File: src/rtl/sap_pkg.sv
`default_nettype none
// +----------------------------------------------------------------------+
// | sap_pkg : shared types and default widths for the SAP memory loader   |
// | Revision: 1.0                                                         |
// +----------------------------------------------------------------------+
package sap_pkg;
  localparam int ADDR_W_DEF = 4;
  localparam int DATA_W_DEF = 8;
  localparam int OPCODE_W   = 4;

  typedef enum logic [1:0] {
    CLEAR = 2'd0,
    LOAD  = 2'd1,
    RUN   = 2'd2
  } state_t;
endpackage
`default_nettype wire

File: src/rtl/sap_stack_ptr.sv
`default_nettype none
// +----------------------------------------------------------------------+
// | sap_stack_ptr : downward-growing stack pointer, occupancy, sticky err |
// | Revision: 1.0                                                         |
// +----------------------------------------------------------------------+
module sap_stack_ptr #(
  parameter int ADDR_W      = 4,
  parameter int STACK_DEPTH = 4,
  parameter int STACK_TOP   = 2**ADDR_W - 1
) (
  input  logic              clk,
  input  logic              reset,
  input  logic              push,
  input  logic              pop,
  output logic [ADDR_W-1:0] sp,
  output logic [ADDR_W-1:0] sp_inc,
  output logic              do_push,
  output logic              do_pop,
  output logic              do_swap,
  output logic              empty,
  output logic              full,
  output logic              err
);
  localparam int CW = $clog2(STACK_DEPTH + 1);
  localparam logic [ADDR_W-1:0] SP_INIT = ADDR_W'(STACK_TOP);

  logic [CW-1:0] count;

  assign empty   = (count == '0);
  assign full    = (count == CW'(STACK_DEPTH));
  assign sp_inc  = sp + ADDR_W'(1);
  assign do_push = push & ~pop & ~full;
  assign do_pop  = pop & ~push & ~empty;
  // Simultaneous push/pop swaps the top entry in place; SP and count stay.
  assign do_swap = push & pop & ~empty;

  always_ff @(posedge clk or negedge reset) begin
    if (!reset) begin
      sp    <= SP_INIT;
      count <= '0;
      err   <= 1'b0;
    end else begin
      if (do_push) begin
        sp    <= sp - ADDR_W'(1);
        count <= count + CW'(1);
      end else if (do_pop) begin
        sp    <= sp_inc;
        count <= count - CW'(1);
      end
      if ((push & ~pop & full) | (pop & empty))
        err <= 1'b1;
    end
  end
endmodule
`default_nettype wire

File: src/rtl/sap_mem_loader.sv
`default_nettype none
// +----------------------------------------------------------------------+
// | sap_mem_loader : unified program/data memory with load port and stack |
// | Optional MEM_CLEAR_EN: zero the whole array after reset.              |
// | Revision: 1.0                                                         |
// +----------------------------------------------------------------------+
module sap_mem_loader
  import sap_pkg::*;
#(
  parameter int ADDR_W      = ADDR_W_DEF,
  parameter int DATA_W      = DATA_W_DEF,
  parameter int STACK_DEPTH = 4,
  parameter int STACK_TOP   = 2**ADDR_W - 1
) (
  input  logic              clk,
  input  logic              reset,
  input  logic              load_mode,
  input  logic              load_valid,
  output logic              load_ready,
  input  logic [ADDR_W-1:0] load_addr,
  input  logic [DATA_W-1:0] load_data,
  input  logic              cpu_rd_en,
  input  logic              cpu_wr_en,
  input  logic [ADDR_W-1:0] cpu_addr,
  input  logic [DATA_W-1:0] cpu_wr_data,
  output logic [DATA_W-1:0] cpu_rd_data,
  input  logic              push,
  input  logic              pop,
  input  logic [DATA_W-1:0] push_data,
  output logic [DATA_W-1:0] pop_data,
  output logic              stack_empty,
  output logic              stack_full,
  output logic              stack_err,
  output logic              busy
);
  localparam int DEPTH = 2**ADDR_W;

  state_t            state, state_next, mode_state;
  logic              run, boot, clr_done;
  logic [DATA_W-1:0] mem [DEPTH];
  logic [ADDR_W-1:0] sp, sp_inc;
  logic              st_push, st_pop, st_swap;

  assign mode_state = load_mode ? LOAD : RUN;

`ifdef MEM_CLEAR_EN
  localparam state_t RESET_STATE = CLEAR;
  logic [ADDR_W-1:0] clr_addr;

  assign boot     = 1'b0;
  assign clr_done = &clr_addr;

  always_ff @(posedge clk or negedge reset) begin
    if (!reset)              clr_addr <= '0;
    else if (state == CLEAR) clr_addr <= clr_addr + ADDR_W'(1);
  end
`else
  // One-cycle flag after reset release so the first mode decision is taken
  // without passing through a CLEAR state.
  localparam state_t RESET_STATE = RUN;
  logic boot_r;

  assign boot     = boot_r;
  assign clr_done = 1'b1;

  always_ff @(posedge clk or negedge reset) begin
    if (!reset) boot_r <= 1'b1;
    else        boot_r <= 1'b0;
  end
`endif

  always_ff @(posedge clk or negedge reset) begin
    if (!reset) state <= RESET_STATE;
    else        state <= state_next;
  end

  always_comb begin
    state_next = state;
    load_ready = 1'b0;
    busy       = 1'b1;
    run        = 1'b0;
    if (boot) begin
      state_next = mode_state;
    end else begin
      case (state)
        LOAD: begin
          load_ready = 1'b1;
          if (!load_mode) state_next = RUN;
        end
        RUN: begin
          busy = 1'b0;
          run  = 1'b1;
          if (load_mode) state_next = LOAD;
        end
        default: begin
          if (clr_done) state_next = mode_state;
        end
      endcase
    end
  end

  sap_stack_ptr #(
    .ADDR_W      (ADDR_W),
    .STACK_DEPTH (STACK_DEPTH),
    .STACK_TOP   (STACK_TOP)
  ) u_stack_ptr (
    .clk     (clk),
    .reset   (reset),
    .push    (run & push),
    .pop     (run & pop),
    .sp      (sp),
    .sp_inc  (sp_inc),
    .do_push (st_push),
    .do_pop  (st_pop),
    .do_swap (st_swap),
    .empty   (stack_empty),
    .full    (stack_full),
    .err     (stack_err)
  );

  // Later assignments win, so stack writes override a colliding CPU write.
  always_ff @(posedge clk) begin
`ifdef MEM_CLEAR_EN
    if (state == CLEAR) mem[clr_addr] <= '0;
`endif
    if (load_ready && load_valid) mem[load_addr] <= load_data;
    if (run && cpu_wr_en)         mem[cpu_addr]  <= cpu_wr_data;
    if (st_push)                  mem[sp]        <= push_data;
    if (st_swap)                  mem[sp_inc]    <= push_data;
  end

  always_ff @(posedge clk or negedge reset) begin
    if (!reset) begin
      cpu_rd_data <= '0;
      pop_data    <= '0;
    end else begin
      if (run && cpu_rd_en)  cpu_rd_data <= mem[cpu_addr];
      if (st_pop || st_swap) pop_data    <= mem[sp_inc];
    end
  end
endmodule
`default_nettype wire

File: config.mk
export PLATFORM = sky130hd
export DESIGN_NAME = sap_mem_loader
export DESIGN_NICKNAME = d
export VERILOG_FILES = /design/src/rtl/sap_pkg.sv /design/src/rtl/sap_stack_ptr.sv /design/src/rtl/sap_mem_loader.sv
export SDC_FILE = /design/constraint.sdc
export NUM_CORES = 1
export LEC_CHECK = 0
export CAP_MARGIN = 30
export CELL_PAD_IN_SITES_DETAIL_PLACEMENT = 2
export CELL_PAD_IN_SITES_GLOBAL_PLACEMENT = 2
export CORE_MARGIN = 2
export CORE_UTILIZATION = 35
export CTS_CLUSTER_DIAMETER = 30
export DETAILED_ROUTE_END_ITERATION = 16
export GPL_TIMING_DRIVEN = 0
export PLACE_DENSITY = 0.81
export SLEW_MARGIN = 20
export SYNTH_ARGS = -nofsm -noshare
export SYNTH_HDL_FRONTEND = slang
export SYNTH_HIERARCHICAL = 1
export SYNTH_SLANG_ARGS = --single-unit
export TNS_END_PERCENT = 1
File: constraint.sdc
create_clock -name clk -period 3.3 [get_ports clk]
set_input_delay 0.825 -clock clk [delete_from_list [all_inputs] [get_ports clk]]
set_output_delay 0.825 -clock clk [all_outputs]
set_load 0.02 [all_outputs]
Word level (Yosys, flattened, before mapping) --
Memory sizes are Yosys's and may differ from the RTL's. A register that Yosys moved wholly into a read port is not among the register bits. Index checks and enable logic that the tools add are counted.
Word-level totals: bits in registers 11, RAM bits 128, bits of input ports 40, output and inout port bits 21, logic and storage cells 70, memories 1
Memories:
- mem | words 16, bits a word 8, rd ports 2, clocked after Yosys merged registers in 2, write ports 2, RTL line sap_mem_loader.sv:40 | logic [DATA_W-1:0] mem [DEPTH];
Cells by class: $add $sub $neg 4, equality and inequality tests 5, mux-type cells 29, bitwise logic cells 15, reductions and logical operators 11
Operators with widths (count):
- two-way mux 1 bit | 16
- two-way mux 4 bit | 4
- two-way mux 8 bit | 2
- OR reduction 8 bit | 2
- bitwise AND 1 bit | 10
- two-way mux 2 bit | 4
- two-way mux 3 bit | 2
- inequality test 3 bit, second input constant | 2
- adder 4 x 1 -> 4 bit, second input constant | 1
- NOT 1 bit | 4
- one-hot mux 2 bit (2 select lines) | 1
- subtractor 4 x 1 -> 4 bit, second input constant | 1
- adder 3 x 1 -> 3 bit, second input constant | 1
- == test 3 bit, second input constant | 1
- logical AND 1 bit | 3
- zero test 3 bit | 1
- subtractor 3 x 1 -> 3 bit, second input constant | 1
- == test 2 x 1 -> 1 bit, second input constant | 1
- == test 2 bit, second input constant | 1
- zero test 1 bit | 2
- AND reduction 2 bit | 1
- nonzero test 2 bit | 1
- logical OR 1 bit | 1
- bitwise OR 1 bit | 1

Logic depth before layout (Yosys ltp) --
Gate-level depths: netlist of the first run.
depth after elaboration 10, mapped depth 13, mapped depth without buffers 11

By module --
The synthesis of the first run kept the hierarchy.
By module, submodules not included:
- sap_mem_loader | instances 1, cells each 779, area each 8780.9 µm², sequential area each 4321.6 µm²
- sap_stack_ptr | instances 1, cells each 43, area each 490.5 µm², sequential area each 205.2 µm²

Least setup slack after synthesis of the first run --
Ideal clock, no wire load.
path type reg2reg, start point register state[1], end point memory mem[0][0] (netlist bit) (enable), setup time 0.384 ns, data arrival time 3.169 ns, data required time 2.916 ns, path slack -0.253 ns, stages on the path, launching flop included 12, path buffers 2, period minus slack after synthesis 3.553 ns, cells stage by stage dfstp_2 > ha_1 > nor2b_1 > and2_1 > inv_2 > or3_4 > inv_2 > or3b_2 > o22a_1 > buf_2 > buf_6 > o21ai_0
RTL lines:
- from (decl) | RTL line sap_mem_loader.sv:38 | state_t state, state_next, mode_state;
- from (signal assigned) | RTL line sap_mem_loader.sv:74 | else state <= state_next;
- to (decl) | RTL line sap_mem_loader.sv:40

Final worst setup path of the first run --
start point register u_stack_ptr.sp[1], end point register pop_data[1] (read register of mem)
On the way: cells in the longest elaborated chain, start to end 1
RTL lines:
- from (decl) | RTL line sap_stack_ptr.sv:15 | output logic [ADDR_W-1:0] sp,
- from (signal assigned) | RTL line sap_stack_ptr.sv:44 | sp <= sp - ADDR_W'(1);
- from (signal assigned) | RTL line sap_stack_ptr.sv:47 | sp <= sp_inc;
- adder 4 x 1 -> 4 bit | RTL line sap_stack_ptr.sv:31 | assign sp_inc = sp + ADDR_W'(1);
- net sp_inc[1] | RTL line sap_mem_loader.sv:41 | logic [ADDR_W-1:0] sp, sp_inc;
- to (decl) | RTL line sap_mem_loader.sv:30 | output logic [DATA_W-1:0] pop_data,
The timed path passes the listed nets, and every way through them passes these cells. A chain may end at the register's enable or synchronous reset.

==> flow_summary.json, run 1 <==
{
  "outcome": "finished, violations left",
  "violations": "negative setup slack",
  "end_kind": "flop",
  "power.density_mw_per_mm2": 712,
  "final_common_cell": "nand2_1",
  "antenna_found_initial": 1,
  "worstPathRequired_ns": 3.58,
  "synthFlopType": "edfxtp_1",
  "path_cells": "inv_1, ha_1, buf_6, buf_6, clkbuf_4, mux2i_1, nor3_1, nor4_1, a31oi_1",
  "cts_tree": "yes",
  "final_core_util_pct": 44.2,
  "track_usage_pct": 30.7,
  "grt_pass1_wl_um": 61400,
  "crit_type": "flop to flop",
  "avgViaCountPerCell": 6.47,
  "cts_max_level": 4,
  "path_buf_inv": 4,
  "max_freq_mhz": 301,
  "finalNetCount": 967,
  "routed-via-count": 8217,
  "fin_crit_ns": 3.32,
  "hp-class": "input port to asynchronous set/reset pin",
  "fp.dieH_um": 167,
  "cts.sinks": 155,
  "cp_common_cell": "buf_6",
  "crit_family": "buffers and inverters",
  "hold_violations": 0,
  "drv_slew": 0,
  "worst_path_largest_cell_delay_ns": 0.64,
  "wl_um": 42700,
  "numPortBuffers": 50,
  "worst_pin_slew_ns": 0.983,
  "globalplace.congestion": 0.894,
  "rows": 59,
  "firstDrtPassIters": 5,
  "critPathSlowestCell": "dfstp_2",
  "max_slew_margin_pct": 34.2,
  "antenna_cells": 0,
  "syn_to_final_growth_pct": 24.1,
  "cts_buffers": 17,
  "worstSetupStartpointType": "flop",
  "max_cap_violations": 0,
  "seq_area_mm2": 0.00453,
  "clk_latency_ns": 0.44,
  "hold_slack_ns": 0.312,
  "peakVddDrop_mv": 0.354,
  "async_reset_ff_share_pct": 17.4,
  "root_buffer": "clkbuf_16",
  "clockBufferDepth": 2,
  "ioPinCount": 61,
  "yosysWarnings": 6,
  "synth_edf_count": 128,
  "cellLeakagePower_nw": 3.97,
  "syn_nets": 867,
  "grt_pass1_vias": 8899,
  "grt_start_max_net_pins": 21,
  "final_area_mm2": 0.0115,
  "drtIter0Drc": 940,
  "layout_common_cells": "138 x nand2_1, 132 x o21ai_0, 128 x edfxtp_1, 69 x mux2i_1, 49 x clkdlybuf4s50_1",
  "cp.arrival_ns": 3.60,
  "setup_ws_ns": -0.0215,
  "synth_seq_cells": 155,
  "synth_top_area_share_pct": 41.5,
  "setup_viol": 1,
  "synth_area_leader_cell": "edfxtp_1",
  "synth.area.top_cells": "edfxtp_1 41%, mux2i_1 7.4%, o21ai_0 7.3%, mux4_2 6.8%, dfrtp_1 5.7%",
  "ctsHoldBuffers": 0,
  "finalCritPeriodShare_pct": 101,
  "chipWidth_um": 167,
  "drtAntennaViolNets": 0,
  "fill_cells": 2603,
  "multi_input_area_mm2": 0.00465,
  "dieArea_mm2": 0.0278,
  "start_util_pct": 35.6,
  "hpwl_um": 28500,
  "drive_above_1_share_pct": 21.5,
  "syn_area_mm2": 0.00927,
  "drc_errors": 0,
  "postSynthCellCount": 822,
  "post_dp_cell_area_mm2": 0.0103,
  "clk_pin_slew_ns": 0.07,
  "crit_fanout": 10,
  "grt_overflow_total": 0,
  "synth_seq_area_share_pct": 48.8,
  "syn_avg_cell_area_um2": 11.3,
  "core_mm2": 0.0261,
  "dp_slack_ns": -1.27,
  "fin_skew_ns": 0.00945,
  "synth_cell_types": 65,
  "wl_per_cell_um": 33.6
}
==> Yosys cell counts, drive strengths merged (3+ instances only) <==
master	count
buf	45
or2	3
a21oi	17
mux4	42
o21ai	140
nor3	20
nand2b	5
inv	10
xnor2	5
or3b	3
mux2	8
ha	4
dfrtp	21
nor2	26
o31ai	4
dfstp	6
a31oi	7
nand2	139
edfxtp	128
o22a	6
nor4	3
o32a	5
nand3b	7
clkbuf	27
a22oi	3
nor2b	4
o21bai	15
or3	3
nor3b	6
o22ai	15
mux2i	69
nand3	8
==> area by class of cell <==
type	count	share of cell area [%]
Buffer	71	3.87
Clock buffer	29	5.00
Clock inverter	3	0.598
Inverter	10	0.391
Multi-Input combinational cell	585	40.4
Sequential cell	155	39.3
Tap cell	335	3.64
Timing Repair Buffer	82	6.74
==> path summary, 6_finish.rpt <==
path	slack, ns	depth (start not counted)	start	to
hold / removal	0.31	1	reset	pop_data[4]
min in group clk	0.46	1	u_stack_ptr/err	u_stack_ptr/err
setup reg to reg	-0.02	9	u_stack_ptr/sp[1]	pop_data[1]
hold reg to reg	0.46	1	u_stack_ptr/err	u_stack_ptr/err
max in group asynchronous	2.45	2	reset	state[1]
setup / recovery	-0.02	9	u_stack_ptr/sp[1]	pop_data[1]
==> logic make-up after synthesis <==
| group | synth area share, % |
|---|---|
| AOI/OAI and AO/OA | 14.3 |
| other | 0.0404 |
| DFF | 48.8 |
| adders and majority gates | 0.756 |
| muxes | 19.2 |
| and+or+nand+nor | 11.5 |
| xor gates and xnor gates | 0.661 |
| buffers and inverters | 4.70 |
==> metal layers <==
layer  up-vias  GRT usage (%)  wire [um]
met5         -              0         13
met4         2           17.8       2680
met3       168           5.54       3070
met2       490           51.5      20700
met1      4243           37.1      16200
li1       3314              -          -
==> registers in the layout, summed over array words and instances, names as in the netlist <==
| signal | flops |
|---|---|
| boot | 1 |
| cpu_rd_data | 8 |
| mem | 128 |
| pop_data | 8 |
| state | 2 |
| u_stack_ptr/count | 3 |
| u_stack_ptr/err | 1 |
| u_stack_ptr/sp | 4 |
==> report_power, final <==
part | leakage, nW | internal [mW] | switching [mW]
clock | 0.313 | 1.34 | 0.840
combinational | 2.19 | 1.36 | 2.12
sequential | 1.46 | 2.34 | 0.207
==> timing repair <==
item | in CTS | in global routing
buffers inserted | 17 | 5
resized for setup | 62 | 21
setup endpoints to repair | 263 | 109
pin swaps | 14 | 4
==> through the flow <==
| stage | std cells | TNS (ns) | power (mW) |
|---|---|---|---|
| 5_1_grt | 1270 | -0.218 | 8.40 |
| 6_report | 1270 | -0.0215 | 8.20 |
| 3_5_place_dp | 1217 | -185.73 | 5.68 |
| 4_1_cts | 1265 | 0 | 8.02 |
| 2_1_floorplan | 822 | 0 | 4.51 |
| 3_3_place_gp | 1207 | -181.89 | 5.54 |
Power figures use the tool's default switching activity.
==> inputs of run 2 (changes only) <==
--- a/config.mk
+++ b/config.mk
@@ -13,7 +13,7 @@
 export CTS_CLUSTER_DIAMETER = 30
 export DETAILED_ROUTE_END_ITERATION = 16
 export GPL_TIMING_DRIVEN = 0
-export PLACE_DENSITY = 0.81
+export PLACE_DENSITY = 0.78
 export SLEW_MARGIN = 20
 export SYNTH_ARGS = -nofsm -noshare
 export SYNTH_HDL_FRONTEND = slang
==> constraint.sdc (replaced) <==
create_clock -name clk -period 4.05 [get_ports clk]
set_input_delay 1.0125 -clock clk [delete_from_list [all_inputs] [get_ports clk]]
set_output_delay 1.0125 -clock clk [all_outputs]
set_load 0.02 [all_outputs]
==> flow_summary.json, run 2 (synthesized netlist as in run 1, its figures left out) <==
{
  "fin_skew_ns": 0.0137,
  "firstDrtPassIters": 5,
  "wl_um": 38800,
  "rows": 59,
  "hold_violations": 0,
  "cts.sinks": 155,
  "peakVddDrop_mv": 0.307,
  "crit_family": "simple AND/OR/NAND/NOR gates",
  "wl_per_cell_um": 31.1,
  "drtAntennaViolNets": 0,
  "setup_ws_ns": -0.0161,
  "postCtsSetupBuffers": 0,
  "reg2reg_from": "state[1]",
  "grt_util_met3_pct": 5.49,
  "critical_path_depth": 10,
  "cellLeakagePower_nw": 3.76,
  "cts_buffers": 17,
  "top_regs": "mem x128, cpu_rd_data x8, pop_data x8",
  "chipWidth_um": 167,
  "p_seq_share_pct": 32.5,
  "worstPathRequired_ns": 4.13,
  "max_freq_mhz": 246,
  "hpwl_um": 28200,
  "hold-path-cell-count": 1,
  "hp-class": "flop to flop",
  "drv_slew": 0,
  "path_buf_inv": 3,
  "critPathSlowestCell": "o22ai_2",
  "track_usage_pct": 28.0,
  "drc_errors": 0,
  "grt_overflow_total": 0,
  "grt_pass1_wl_um": 56100,
  "setup_viol": 11,
  "path_cells": "ha_2, nor2b_4, and2_2, inv_2, or3_4, inv_2, nand3b_1, o22ai_2, buf_2, o21bai_2",
  "dp.cells": 1216,
  "met2_usage_pct": 47.6,
  "antenna_found_initial": 0,
  "globalplace.congestion": 0.896,
  "clockBufferDepth": 2,
  "finalNetCount": 944,
  "syn_to_final_growth_pct": 18.6,
  "worstSetupStartpointType": "flop",
  "rsz0062_at_grt": "yes",
  "numPortBuffers": 50,
  "drtIter0Drc": 803,
  "max_cap_violations": 0,
  "outcome": "finished, violations left",
  "dp_slack_ns": -0.780,
  "cp_common_cell": "inv_2",
  "antenna_cells": 0,
  "max_slew_margin_pct": 32.1,
  "final_common_cell": "nand2_1",
  "min-delay-start": "u_stack_ptr/err",
  "finalCritPeriodShare_pct": 100,
  "grt_pass1_vias": 8425,
  "hold_slack_ns": 0.464,
  "avgViaCountPerCell": 6.18,
  "ioPinCount": 61,
  "root_buffer": "clkbuf_16",
  "grt_start_max_net_pins": 26,
  "crit_fanout": 10,
  "busiest_layer": "met2",
  "startpoint": "state[1]",
  "use_met1_pct": 33.7,
  "p_sw_mw": 2.50,
  "power.internal_mw": 3.82,
  "worst_pin_slew_ns": 1.01,
  "drive_above_1_share_pct": 18.4,
  "fin_crit_ns": 4.07,
  "top_register": "mem",
  "start_util_pct": 35.6,
  "power.density_mw_per_mm2": 575,
  "clk_latency_ns": 0.45,
  "netSwitchingFraction_pct": 39.6,
  "reg2reg_depth": 10,
  "violations": "negative setup slack",
  "core_mm2": 0.0261,
  "cts_tree": "yes",
  "power.share.clock_pct": 25.1,
  "routed-via-count": 7710,
  "end_kind": "flop",
  "dieArea_mm2": 0.0278,
  "tns_ns": -0.102,
  "cp.arrival_ns": 4.14,
  "final_cells": 1247,
  "largest_register_ffs": 128,
  "fp.dieH_um": 167,
  "cts_max_level": 4,
  "worst_path_largest_cell_delay_ns": 0.58,
  "combPwrFrac_pct": 42.3,
  "layout_common_cells": "138 x nand2_1, 135 x o21ai_0, 128 x edfxtp_1, 69 x mux2i_1, 49 x clkdlybuf4s50_1",
  "crit_type": "flop to flop",
  "clk_pin_slew_ns": 0.07
}
[run 2: changes by cell type in the layout (fill, tap and decap cells not counted), sizes merged]
cell      change
bufinv        -1
inv           +3
buf          -23
clkinvlp      +2
clkbuf       -12
clkinv        +8
[run 2: per-stage QoR]
stage / instance area [um^2] / power, mW / util [%]
after global placement: 10200 / 4.52 / 39.1
after global routing: 11000 / 6.52 / 42.2
after CTS: 10900 / 6.23 / 41.9
after floorplan: 9270 / 3.67 / -
after detailed placement: 10300 / 4.62 / 39.5
final: 11000 / 6.32 / 42.2
[run 2: power by group through the flow]
stage | logic [mW] | registers (mW) | clock network, mW
6_report | 2.67 | 2.06 | 1.59
3_5_place_dp | 2.54 | 2.08 | 0
5_1_grt | 2.79 | 2.08 | 1.65
4_1_cts | 2.60 | 2.05 | 1.58
3_3_place_gp | 2.45 | 2.07 | 0
2_1_floorplan | 1.54 | 2.13 | 0
[run 2: layout make-up]
class / count / area, um^2
Clock buffer: 17 / 425
Timing Repair Buffer: 60 / 583
Buffer: 70 / 397
Fill cell: 2692 / 15100
Clock inverter: 15 / 124
Tap cell: 335 / 419
Inverter: 10 / 37.5
Sequential cell: 155 / 4530
Multi-Input combinational cell: 585 / 4480
[run 2: per-layer routing]
metal  vias up  share of wire [%]
met5         -                  0
met4         0                5.6
met3       122                6.6
met2       378                 49
met1      3958                 38
li1       3252                  -
[run 2: final timing paths]
kind,slack [ns],to
max in group asynchronous,3.23,state[1]
min in group asynchronous,0.55,u_stack_ptr/sp[3]
worst min-delay path,0.46,u_stack_ptr/err
worst min register to register,0.46,u_stack_ptr/err
worst max register to register,-0.02,mem[4][3]
worst max-delay path,-0.02,mem[4][3]
[run 2: worst reg2reg max path: cells and delay by family, from the launching register on]
family,cells,cell delay (ns)
and+or+nand+nor,4,1.21
AOI/OAI and AO/OA,2,1.03
buffers and inverters,3,0.65
DFF,1,0.55
adders and majority gates,1,0.26
[run 2: timing repair]
action / 4_1_cts / 5_1_grt
setup endpoints to repair: 179 / 104
hold buffers: 0 / 0
hold endpoints to repair: 0 / 0
resized for setup: 19 / 11
pin swaps: 1 / 3
==> inputs of run 3 (changes only) <==
--- a/config.mk
+++ b/config.mk
@@ -5,7 +5,6 @@
 export SDC_FILE = /design/constraint.sdc
 export NUM_CORES = 1
 export LEC_CHECK = 0
-export CAP_MARGIN = 30
 export CELL_PAD_IN_SITES_DETAIL_PLACEMENT = 2
 export CELL_PAD_IN_SITES_GLOBAL_PLACEMENT = 2
 export CORE_MARGIN = 2
==> flow_summary.json, run 3 (synthesized netlist as in run 1, its figures left out) <==
{
  "cp.arrival_ns": 4.04,
  "root_buffer": "clkbuf_16",
  "track_usage_pct": 28.4,
  "drc_errors": 0,
  "drtAntennaViolNets": 0,
  "peakVddDrop_mv": 0.296,
  "clk_latency_ns": 0.45,
  "wl_per_cell_um": 31.2,
  "rsz0062_at_grt": "yes",
  "firstDrtPassIters": 5,
  "cts_max_level": 4,
  "crit_type": "flop to flop",
  "max_cap_violations": 0,
  "drive_above_1_share_pct": 19.0,
  "globalplace.congestion": 0.896,
  "reg2reg_depth": 12,
  "max_freq_mhz": 256,
  "numPortBuffers": 50,
  "grt_overflow_total": 0,
  "core_mm2": 0.0261,
  "worstSetupStartpointType": "flop",
  "hold_violations": 0,
  "fin_crit_ns": 3.90,
  "cellLeakagePower_nw": 3.82,
  "antenna_found_initial": 0,
  "clockBufferDepth": 2,
  "setup_viol": 0,
  "hpwl_um": 27900,
  "crit_fanout": 10,
  "grt_start_max_net_pins": 26,
  "finalNetCount": 942,
  "dieArea_mm2": 0.0278,
  "top_register": "mem",
  "totalPowerFinal_mw": 6.49,
  "ioPinCount": 61,
  "outcome": "complete, no violations",
  "power.density_mw_per_mm2": 586,
  "grt_pass1_vias": 8418,
  "chipWidth_um": 167,
  "worstPathRequired_ns": 4.19,
  "layout_common_cells": "138 x nand2_1, 135 x o21ai_0, 128 x edfxtp_1, 69 x mux2i_1, 49 x clkdlybuf4s50_1",
  "hold_slack_ns": 0.466,
  "hp-class": "flop to flop",
  "largest_register_ffs": 128,
  "syn_to_final_growth_pct": 19.4,
  "grt_pass1_wl_um": 56800,
  "hold-path-cell-count": 1,
  "cts_tree": "yes",
  "final_common_cell": "nand2_1",
  "cts_buffers": 17,
  "avgViaCountPerCell": 6.18,
  "antenna_cells": 0,
  "routed-via-count": 7691,
  "drv_slew": 0,
  "worst_pin_slew_ns": 1.08,
  "wl_um": 38900,
  "finalCritPeriodShare_pct": 96.4,
  "fp.dieH_um": 167,
  "max_slew_margin_pct": 26.9,
  "cts.sinks": 155,
  "clk_pin_slew_ns": 0.07,
  "top_regs": "mem x128, cpu_rd_data x8, pop_data x8",
  "rows": 59,
  "fin_skew_ns": 0.0107,
  "drtIter0Drc": 852,
  "start_util_pct": 35.6,
  "end_kind": "flop"
}
==> run 3: cell types whose count changed in the layout (fill, tap and decap cells not counted), moves of 2 or more <==
cell | previous run | this run
clkinv_2 | 3 | 1
o21bai_2 | 8 | 13
o21bai_1 | 5 | 0
inv_6 | 3 | 5
inv_8 | 0 | 4
clkinv_1 | 3 | 0
buf_4 | 12 | 9
clkinvlp_4 | 2 | 0
bufinv_16 | 1 | 3
==> run 3: final cells by class <==
type                    instances  area [um^2]
plain buffers                  71          402
inverters                      10         37.5
repair buffers                 57          561
clock inverters                15          201
well taps                     335          419
flip-flops and latches        155         4530
clock buffers                  17          425
multi-input cells             585         4500
fillers                      2695        15000
==> run 3: metal layers <==
metal  track usage, %  vias up  wire (um)  part of all wire, %
li1                 -     3259          -                    -
met4             14.8        0       2040                  5.2
met1             34.9     3958      15000                   39
met2             48.1      375      19200                   49
met3             4.49       99       2610                  6.7
met5                0        -          0                    0
==> run 3: path summary, 6_finish.rpt <==
kind / from / end / slack, ns
worst min-delay path: u_stack_ptr/err / u_stack_ptr/err / 0.47
min in group asynchronous: reset / u_stack_ptr/sp[3] / 0.56
max in group asynchronous: reset / state[1] / 3.23
worst max-delay path: state[1] / mem[0][1] / 0.15
worst max register to register: state[1] / mem[0][1] / 0.15
worst min register to register: u_stack_ptr/err / u_stack_ptr/err / 0.47
==> run 3: power breakdown <==
part           switching (mW)  total [mW]  leakage (nW)  internal [mW]
clock                   0.782        1.78         0.311          0.998
combinational            1.59        2.66          2.05           1.07
sequential              0.142        2.04          1.46           1.90
total                    2.52        6.49          3.82           3.97
==> run 3: per-stage QoR <==
step | utilization, % | cell area (um^2) | instances | setup TNS, ns | worst slack (ns)
6_report | 42.5 | 11100 | 1245 | 0 | 0.148
3_3_place_gp | 39.1 | 10200 | 1207 | -85.19 | -0.932
2_1_floorplan | - | 9270 | 822 | 0 | 0.497
5_1_grt | 42.5 | 11100 | 1245 | -0.0593 | -0.0106
3_5_place_dp | 39.3 | 10200 | 1209 | -86.48 | -0.975
4_1_cts | 42.4 | 11000 | 1245 | 0 | 0.0694
==> run 3: repair_timing <==
action / CTS / global route
setup endpoints to repair: 190 / 112
hold buffers: 0 / 0
pin swaps: 6 / 1
gates cloned: 0 / 0
buffers inserted: 5 / 0
resized for setup: 30 / 6
==> run 3: worst max-delay path, stage by stage, from the launching register on <==
cell	delay, ns
dfstp_2	0.55
ha_2	0.26
nor2b_4	0.24
and2_2	0.27
inv_2	0.06
or3_4	0.42
inv_2	0.15
or3b_2	0.53
o22a_1	0.20
buf_2	0.21
buf_6	0.19
o21ai_1	0.20
buf_4	0.28
==> edit, RTL diff (settings of run 3) <==
The 3 states of `state_t` get a one-hot encoding in 3 bits.
--- a/src/rtl/sap_pkg.sv
+++ b/src/rtl/sap_pkg.sv
@@ -9,8 +9,8 @@
   localparam int OPCODE_W   = 4;
 
-  typedef enum logic [1:0] {
-    CLEAR = 2'd0,
-    LOAD  = 2'd1,
-    RUN   = 2'd2
+  typedef enum logic [2:0] {
+    CLEAR = 3'b001,
+    LOAD  = 3'b010,
+    RUN   = 3'b100
   } state_t;
 endpackage
Function: no difference found for any inputs over 4 cycles, from zero or initial values and one cycle with reset low; so few cycles prove little.
==> edit against run 3 <==
- combinational power about the same
- critical endpoint is now mem[6][7]$_DFFE_PP_
- setup slack got worse by 0.0060 ns
- synthesized area decreased by 0.22%
- non-clock buffer count decreased by 1
- maximum frequency decreased by 0.15%
- power increased by 0.51%
- highest routed layer unchanged
- wire length increased by 2.6%
- clock skew increased by 0.0010 ns
- sequential share of layout area decreased by 0.12 points
- final area increased by 0.31%
- sequential cell count unchanged
==> edit: results <==
group,metric,value,unit
hold_path,hp-class,"flop to flop",
placement,placedCellCount,1220,
logic_synthesis,ys_types,62,
final_layout,top_regs,"mem: 128 flops, cpu_rd_data: 8 flops, pop_data: 8 flops",
logic_synthesis,syn_nets,878,
critical_path,arrival,4.00,ns
final_layout,final.fill_count,2696,
detailed_routing,wl,39900,um
sta,skew,0.0117,ns
logic_synthesis,synth_commonest_cells,"141 x o21ai_0, 133 x nand2_1, 128 x edfxtp_1, 83 x mux2i_1, 28 x buf_2",
detailed_routing,drt_iter0_markers,927,
power_and_ir_drop,vdd_drop_max,0.000329,V
global_routing,grt_pass1_wl,58300,um
detailed_routing,drt-pass1-iter-count,5,
placement,port_buffers,51,
status,status,"complete, no violations",
global_routing,track_usage,0.291,
placement,pre_cts_slack,-0.901,ns
logic_synthesis,yosys-top-cells-area,"edfxtp_1 42%, mux2i_1 9.0%, o21ai_0 7.6%",
detailed_routing,routed_via_density,6.26,
logic_synthesis,yosys_warnings,6,
clock_network,cts-htree-levels,4,
final_layout,drive_gt1_frac,0.175,
logic_synthesis,avgSynthCellArea,11.1,um^2
placement,gp_congestion,0.949,
detailed_routing,num_vias,7857,
logic_synthesis,async_flop_share,0.174,
final_layout,final_nets,952,
global_routing,grt_max_degree,17,
final_layout,antennaDiodeCount,0,
placement,dpl.hpwl,29600,um
global_routing,first_global_vias,8425,
sta,fin_crit_sh,0.965,
logic_synthesis,synth.yosys.seq_area_share,0.489,
sta,worst-slew-pin-transition,1.24,ns
power_and_ir_drop,p_leak,3.73,nW
[edit: changes by cell type after synthesis, moves of 6 or more]
cell     change
mux2i_1     +14
a22oi_1     +13
a32oi_1      +6
mux4_1       -6
mux4_2       -6
[edit: kinds of logic (layout without fill, tap and decap cells)]
kind of cell | after synthesis | in the layout | synth area share
flip-flops | 155 | 155 | 0.489
XOR/XNOR | 7 | 7 | 0.00663
AND/OR/NAND/NOR | 225 | 225 | 0.111
AO/OA/AOI/OAI | 237 | 237 | 0.156
adder cells (fa/ha/maj) | 5 | 5 | 0.00757
buffers and inverters | 81 | 168 | 0.0457
multiplexers | 122 | 122 | 0.184
other | 1 | 1 | 0.000405
[edit: worst paths after layout]
kind / start / end / cells after the start
min in group asynchronous: reset / state[1]$_DFFE_PN0P_ / 1
hold reg to reg: u_stack_ptr/err$_DFFE_PN0P_ / u_stack_ptr/err$_DFFE_PN0P_ / 1
hold / removal: u_stack_ptr/err$_DFFE_PN0P_ / u_stack_ptr/err$_DFFE_PN0P_ / 1
max in group asynchronous: reset / u_stack_ptr/sp[2]$_DFFE_PN1P_ / 2
setup reg to reg: state[2]$_DFFE_PN1P_ / mem[6][7]$_DFFE_PP_ / 10
setup / recovery: state[2]$_DFFE_PN1P_ / mem[6][7]$_DFFE_PP_ / 10
[edit: final cells by class]
cell class,instances,area share
Clock inverter,15,0.0181
Clock buffer,17,0.0383
Multi-Input combinational cell,597,0.408
Buffer,71,0.0353
Inverter,9,0.00304
Timing Repair Buffer,56,0.0518
Tap cell,335,0.0377
Sequential cell,155,0.408
[edit: repair_timing]
item	4_1_cts	5_1_grt
gates cloned	0	0
gates resized for setup	27	18
buffers inserted	0	4
setup endpoints to repair	148	128
pin swaps	0	7
[edit: where the power goes]
part           total [mW]  switching, mW  internal, mW
logic                2.66           1.58          1.08
clock network        1.78          0.788         0.995
registers            2.08          0.171          1.90
[edit: worst max-delay path, stage by stage, from the launching register on]
cell and delay [ns]:
dfstp_2 0.55, ha_1 0.26, nor2b_4 0.24, and2_2 0.29, inv_2 0.06, or3_4 0.43
inv_2 0.16, nand3b_1 0.36, o22ai_4 0.45, clkbuf_2 0.36, o21bai_2 0.35
[edit: through the flow]
stage	hold slack, ns	TNS (ns)	instance area [um^2]
floorplan	0.461	0	9250
global placement	0.440	-60.79	10200
detailed placement	0.451	-80.68	10200
CTS	0.465	-2.06	11000
global route	0.485	-0.217	11100
finish	0.459	0	11100
[edit: layer usage]
layer	GRT usage	vias up	wire (um)
met2	0.494	355	19500
met1	0.359	4113	15800
met3	0.0713	91	2900
li1	-	3298	-
met5	0	-	0
met4	0.113	0	1660
